==> src/rtl/sram_port_arbiter_if.sv <==
// SRAM-like split-handshake bus bundle: N request channels sharing one return data bus.
// The master drives the request fields; the slave drives the accepts and read data.
interface sram_port_arbiter_if #(
  parameter int unsigned N      = 1,
  parameter int unsigned ADDR_W = 32,
  parameter int unsigned DATA_W = 32
);
  logic [N-1:0]          req;
  logic [N-1:0]          wr;
  logic [2*N-1:0]        size;
  logic [N*DATA_W/8-1:0] wstrb;
  logic [N*ADDR_W-1:0]   addr;
  logic [N*DATA_W-1:0]   wdata;
  logic [N-1:0]          addr_ok;
  logic [N-1:0]          data_ok;
  logic [DATA_W-1:0]     rdata;

  modport master (
    output req, wr, size, wstrb, addr, wdata,
    input  addr_ok, data_ok, rdata
  );

  modport slave (
    input  req, wr, size, wstrb, addr, wdata,
    output addr_ok, data_ok, rdata
  );
endinterface

==> src/rtl/sram_port_arbiter.sv <==
// N-channel SRAM-like arbiter onto one slave port; in-order completions steered back via an ID FIFO.
// Define ARB_ROUND_ROBIN_EN for round-robin grant; otherwise the lowest requesting index wins.
module sram_port_arbiter #(
  parameter int unsigned NUM_CH      = 2,
  parameter int unsigned ADDR_W      = 32,
  parameter int unsigned DATA_W      = 32,
  parameter int unsigned OUTSTANDING = 4
) (
  input  logic                  clk,
  input  logic                  resetn,
  sram_port_arbiter_if.slave    m,
  sram_port_arbiter_if.master   s,
  output logic                  protocol_err
);
  localparam int unsigned PW  = $clog2(OUTSTANDING);
  localparam int unsigned IDW = (NUM_CH > 1) ? $clog2(NUM_CH) : 1;
  localparam int unsigned SW  = DATA_W / 8;

  typedef logic [IDW-1:0] ch_t;
  typedef enum logic {ST_OPEN, ST_LOCKED} lock_st_t;

  ch_t           r_id [OUTSTANDING];
  logic [PW-1:0] r_wptr;
  logic [PW-1:0] r_rptr;
  logic [PW:0]   r_count;
  lock_st_t      r_lock_st;
  ch_t           r_lock_ch;
  logic          r_perr;

  ch_t           w_pick;
  logic          w_pick_any;
  ch_t           w_gnt;
  logic          w_any;
  logic          w_full;
  logic          w_sreq;
  logic          w_push;
  logic          w_pop;

`ifdef ARB_ROUND_ROBIN_EN
  ch_t r_rr_ptr;

  always_comb begin
    int unsigned idx;
    w_pick     = r_rr_ptr;
    w_pick_any = 1'b0;
    idx        = 0;
    for (int unsigned k = 0; k < NUM_CH; k++) begin
      idx = (32'(r_rr_ptr) + k) % NUM_CH;
      if (!w_pick_any && m.req[ch_t'(idx)]) begin
        w_pick_any = 1'b1;
        w_pick     = ch_t'(idx);
      end
    end
  end

  always_ff @(posedge clk or negedge resetn) begin
    if (!resetn) begin
      r_rr_ptr <= '0;
    end else if (w_push) begin
      r_rr_ptr <= (w_gnt == ch_t'(NUM_CH - 1)) ? '0 : w_gnt + 1'b1;
    end
  end
`else
  always_comb begin
    w_pick     = '0;
    w_pick_any = 1'b0;
    for (int unsigned k = 0; k < NUM_CH; k++) begin
      if (!w_pick_any && m.req[ch_t'(k)]) begin
        w_pick_any = 1'b1;
        w_pick     = ch_t'(k);
      end
    end
  end
`endif

  // A stalled grant stays put; if its master withdraws, s_req drops and the lock clears next edge.
  assign w_gnt  = (r_lock_st == ST_LOCKED) ? r_lock_ch : w_pick;
  assign w_any  = (r_lock_st == ST_LOCKED) ? m.req[r_lock_ch] : w_pick_any;
  assign w_full = (r_count == (PW+1)'(OUTSTANDING));
  assign w_sreq = w_any & ~w_full & resetn;
  assign w_push = w_sreq & s.addr_ok[0];
  assign w_pop  = s.data_ok[0] & (r_count != '0);

  assign s.req[0] = w_sreq;
  assign s.wr[0]  = m.wr[w_gnt];
  assign s.size   = m.size[2*w_gnt +: 2];
  assign s.wstrb  = m.wstrb[w_gnt*SW +: SW];
  assign s.addr   = m.addr[w_gnt*ADDR_W +: ADDR_W];
  assign s.wdata  = m.wdata[w_gnt*DATA_W +: DATA_W];

  assign m.addr_ok = w_push ? (NUM_CH'(1) << w_gnt) : '0;
  assign m.data_ok = w_pop ? (NUM_CH'(1) << r_id[r_rptr]) : '0;
  assign m.rdata   = s.rdata;

  assign protocol_err = r_perr;

  always_ff @(posedge clk) begin
    if (w_push) r_id[r_wptr] <= w_gnt;
  end

  always_ff @(posedge clk or negedge resetn) begin
    if (!resetn) begin
      r_wptr    <= '0;
      r_rptr    <= '0;
      r_count   <= '0;
      r_lock_st <= ST_OPEN;
      r_lock_ch <= '0;
      r_perr    <= 1'b0;
    end else begin
      if (w_push) r_wptr <= r_wptr + 1'b1;
      if (w_pop)  r_rptr <= r_rptr + 1'b1;
      case ({w_push, w_pop})
        2'b10:   r_count <= r_count + 1'b1;
        2'b01:   r_count <= r_count - 1'b1;
        default: r_count <= r_count;
      endcase
      if (w_sreq && !s.addr_ok[0]) begin
        r_lock_st <= ST_LOCKED;
        r_lock_ch <= w_gnt;
      end else begin
        r_lock_st <= ST_OPEN;
      end
      if (s.data_ok[0] && (r_count == '0)) r_perr <= 1'b1;
    end
  end
endmodule

==> src/flat_wrapper.sv <==
// flat-port wrapper written by rule: the top's interface ports become plain ports
module sram_port_arbiter_flat 
#(
  parameter int unsigned NUM_CH      = 2,
  parameter int unsigned ADDR_W      = 32,
  parameter int unsigned DATA_W      = 32,
  parameter int unsigned OUTSTANDING = 4
)
  (clk, resetn, protocol_err, m_req, m_wr, m_size, m_wstrb, m_addr, m_wdata, m_addr_ok, m_data_ok, m_rdata, s_req, s_wr, s_size, s_wstrb, s_addr, s_wdata, s_addr_ok, s_data_ok, s_rdata);
  sram_port_arbiter_if #(.N(NUM_CH), .ADDR_W(ADDR_W), .DATA_W(DATA_W)) m_i ();
  sram_port_arbiter_if #(.N(1), .ADDR_W(ADDR_W), .DATA_W(DATA_W)) s_i ();
  input  logic clk;
  input  logic resetn;
  output logic protocol_err;
  input wire logic [$bits(m_i.req)-1:0] m_req;
  input wire logic [$bits(m_i.wr)-1:0] m_wr;
  input wire logic [$bits(m_i.size)-1:0] m_size;
  input wire logic [$bits(m_i.wstrb)-1:0] m_wstrb;
  input wire logic [$bits(m_i.addr)-1:0] m_addr;
  input wire logic [$bits(m_i.wdata)-1:0] m_wdata;
  output wire logic [$bits(m_i.addr_ok)-1:0] m_addr_ok;
  output wire logic [$bits(m_i.data_ok)-1:0] m_data_ok;
  output wire logic [$bits(m_i.rdata)-1:0] m_rdata;
  output wire logic [$bits(s_i.req)-1:0] s_req;
  output wire logic [$bits(s_i.wr)-1:0] s_wr;
  output wire logic [$bits(s_i.size)-1:0] s_size;
  output wire logic [$bits(s_i.wstrb)-1:0] s_wstrb;
  output wire logic [$bits(s_i.addr)-1:0] s_addr;
  output wire logic [$bits(s_i.wdata)-1:0] s_wdata;
  input wire logic [$bits(s_i.addr_ok)-1:0] s_addr_ok;
  input wire logic [$bits(s_i.data_ok)-1:0] s_data_ok;
  input wire logic [$bits(s_i.rdata)-1:0] s_rdata;
  assign m_i.req = m_req;
  assign m_i.wr = m_wr;
  assign m_i.size = m_size;
  assign m_i.wstrb = m_wstrb;
  assign m_i.addr = m_addr;
  assign m_i.wdata = m_wdata;
  assign m_addr_ok = m_i.addr_ok;
  assign m_data_ok = m_i.data_ok;
  assign m_rdata = m_i.rdata;
  assign s_req = s_i.req;
  assign s_wr = s_i.wr;
  assign s_size = s_i.size;
  assign s_wstrb = s_i.wstrb;
  assign s_addr = s_i.addr;
  assign s_wdata = s_i.wdata;
  assign s_i.addr_ok = s_addr_ok;
  assign s_i.data_ok = s_data_ok;
  assign s_i.rdata = s_rdata;
  sram_port_arbiter #(.NUM_CH(NUM_CH), .ADDR_W(ADDR_W), .DATA_W(DATA_W), .OUTSTANDING(OUTSTANDING)) u_core (.clk(clk), .resetn(resetn), .m(m_i), .s(s_i), .protocol_err(protocol_err));
endmodule
==> config.mk <==
export PLATFORM = sky130hd
export DESIGN_NAME = sram_port_arbiter_flat
export DESIGN_NICKNAME = d
export VERILOG_FILES = /design/src/rtl/sram_port_arbiter_if.sv /design/src/rtl/sram_port_arbiter.sv /design/src/flat_wrapper.sv
export SDC_FILE = /design/constraint.sdc
export NUM_CORES = 1
export LEC_CHECK = 0
export ABC_AREA = 1
export CELL_PAD_IN_SITES_DETAIL_PLACEMENT = 0
export CELL_PAD_IN_SITES_GLOBAL_PLACEMENT = 1
export CORE_MARGIN = 2
export CORE_UTILIZATION = 14
export CTS_CLUSTER_SIZE = 24
export DETAILED_ROUTE_END_ITERATION = 12
export PLACE_DENSITY_LB_ADDON = 0.1
export SLEW_MARGIN = 10
export SYNTH_ARGS = -nofsm -noshare
export SYNTH_HDL_FRONTEND = slang
export SYNTH_SLANG_ARGS = --single-unit
==> constraint.sdc <==
create_clock -name clk -period 3.72 [get_ports clk]
set_input_delay 0.744 -clock clk [delete_from_list [all_inputs] [get_ports clk]]
set_output_delay 0.744 -clock clk [all_outputs]
set_load 0.01 [all_outputs]
==> results.toml <==
[setup_path]
crit_arrival_ps = 2570
worstPathRequired_ps = 2980
criticalPathCategory = "in2out"
end_kind = "output pin"
cp-start-kind = "input pin"
cp_max_fo = 15

[floorplan]
dieArea_sq_mm = 0.0150
top_level_ports = 289
fp-row-count = 43
design.core.area_sq_mm = 0.0138
die_h_um = 122
start_util_pct = 14.2
dieWidth_um = 122

[cells_and_area]
n_fill_cell = 1571
synthToLayoutAreaGrowth_pct = 116
finalInstanceArea_sq_mm = 0.00423
num_antenna_cells = 0
final_common_cell = "nand2_1"
regArea_sq_um = 370
fin_nets = 726
final_cell_mix = "nand2_1, clkdlybuf4s50_1, inv_1, dfrtp_1, nor2_1"
multiInputGateArea_sq_mm = 0.00114
drive_gt1_share_pct = 3.53

[logic_synthesis]
ys_seq_elements = 14
ys_seq_area_share_pct = 18.9
syn_area_sq_mm = 0.00196
synth.avg_cell_area_sq_um = 5.60
synth_cells = 350
ys_types = 23
syn-num-nets = 536
yosys_warnings = 0

[routing]
totalWireLength_mm = 9.25
final_antenna_net_count = 0
routedWlPerCell_um = 12.9
drc_errors = 0
drt_iter0_drc = 60
drtPass1Iterations = 4
vias_per_cell = 3.69
vias = 2653

[power_and_ir_drop]
powerDensity_mw_per_mm2 = 320
seqPwrFrac_pct = 18.9
p_int_uw = 834
combPwrFrac_pct = 65.7
vdd_drop_max_v = 0.000158
clock_power_share_pct = 15.4
switchingPower_uw = 517
p_leak_uw = 0.00198
p_sw_share_pct = 38.2

[global_route]
grt_pass1_wl_mm = 13.9
grt_pass1_vias = 2692
grt-ovfl-total = 0
grtUsageTotal_pct = 11.8
grt_max_degree = 78
antenna_found_initial = 0

[clock_tree]
numClockSinks = 14
numCtsBuffers = 3
root_buffer = "clkbuf_16"
ctsResizeCount = 0
tritoncts = "built"
h-tree-depth = 1
cts.clk_slew.worst_paths_ps = 50
clkLatencyLatePin_ps = 240
postCtsSetupBuffers = 0
cts_buffer_depth = 2
ctsHoldBuffers = 0

[sta]
fmax_mhz = 302
worst_pin_slew_ps = 367
skew_ps = 1.33
fin_crit_sh_pct = 89.0
hold_ws_ps = 488
slew_viol_final = 0
tns_ps = 0
relSlewSlack_pct = 75.5
hold_violations = 0
min_period_ps = 3310
setup_viol = 0
rsz0062_at_grt = "false"

[job]
cap_violations = 0

[placed_design]
placedInstanceArea_sq_mm = 0.00415
io_buffers = 224
gp_congestion = 0.716
hpwlAfterDp_mm = 7.71

[run_status]
outcome = "finished clean"

[hold_path]
min_path_type = "reg2reg"
[per-layer routing]
metal / share of wire [%] / GRT usage [%]
met5: 0 / 0
met4: 0.43 / 1.72
met3: 8.7 / 3.62
met2: 55 / 22.9
met1: 36 / 12.5
[flip-flops by register name (all words and copies together) (netlist names)]
name / flops
u_core.r_id: 4
u_core.r_count: 3
u_core.r_lock_ch: 1
u_core.r_lock_st: 1
u_core.r_rptr: 2
u_core.protocol_err: 1
u_core.r_wptr: 2
[critical path, cell delays in order]
cell	delay, ps
clkdlybuf4s50_1	470
inv_1	50
nand3_2	50
nand2_2	70
inv_2	240
buf_4	250
nand2_1	70
nand2_1	60
clkdlybuf4s50_1	540
[cell usage after synthesis, drive strengths merged]
cell type  number  share of area [%]
a21oi           4                1.6
a31o            1               0.45
buf            47                 19
dfrtp          10                 13
edfxtp          4                6.1
fa              1                1.0
ha              5                3.2
inv            22                4.2
nand2         231                 45
nand3           4                1.9
nand4           3               0.96
nor2           10                2.0
o21ai           5                1.3
xnor2           1               0.45
xor2            2               0.89
[layout make-up]
class	instances	area share, %
Clock buffer	3	1.78
Tap cell	180	5.33
Multi-Input combinational cell	267	27.0
Clock inverter	1	0.0888
Inverter	22	1.95
Sequential cell	14	8.76
Timing Repair Buffer	232	55.1
[power by group through the flow]
stage | logic (uW) | registers, uW | clock network [uW]
6_report | 887 | 255 | 209
5_1_grt | 996 | 264 | 220
4_1_cts | 909 | 257 | 214
3_5_place_dp | 905 | 257 | 0
3_3_place_gp | 895 | 256 | 0
2_1_floorplan | 450 | 248 | 0
[stage by stage]
step                worst slack, ps  cells  power, uW  utilization (%)
floorplan                      1590    350        698                -
global placement                358    715       1150             30.1
detailed placement              355    715       1160             30.1
CTS                             350    719       1380             30.7
global route                    251    719       1480             30.7
finish                          411    719       1350             30.7
[worst paths after layout]
path / start / endpoint / slack, ps / cells after the start
max in group asynchronous: resetn / u_core.r_wptr[1] / 2740 / 2
min reg2reg: u_core.protocol_err / u_core.protocol_err / 490 / 1
min: u_core.protocol_err / u_core.protocol_err / 490 / 1
min in group asynchronous: resetn / u_core.r_count[2] / 830 / 2
max reg2reg: u_core.r_count[0] / u_core.r_count[2] / 1660 / 9
max: m_req[0] / s_addr[9] / 410 / 9
[logic make-up (layout without fill, tap and decap cells)]
group	after synthesis	count (layout)	share of synthesized area, %
AO/OA/AOI/OAI	10	10	3.32
buffers and inverters	69	258	22.8
XOR/XNOR	3	3	1.34
flip-flops	14	14	18.9
AND/OR/NAND/NOR	248	248	49.4
adder cells (fa/ha/maj)	6	6	4.21
Note: power is estimated with default switching activity, not from simulation.
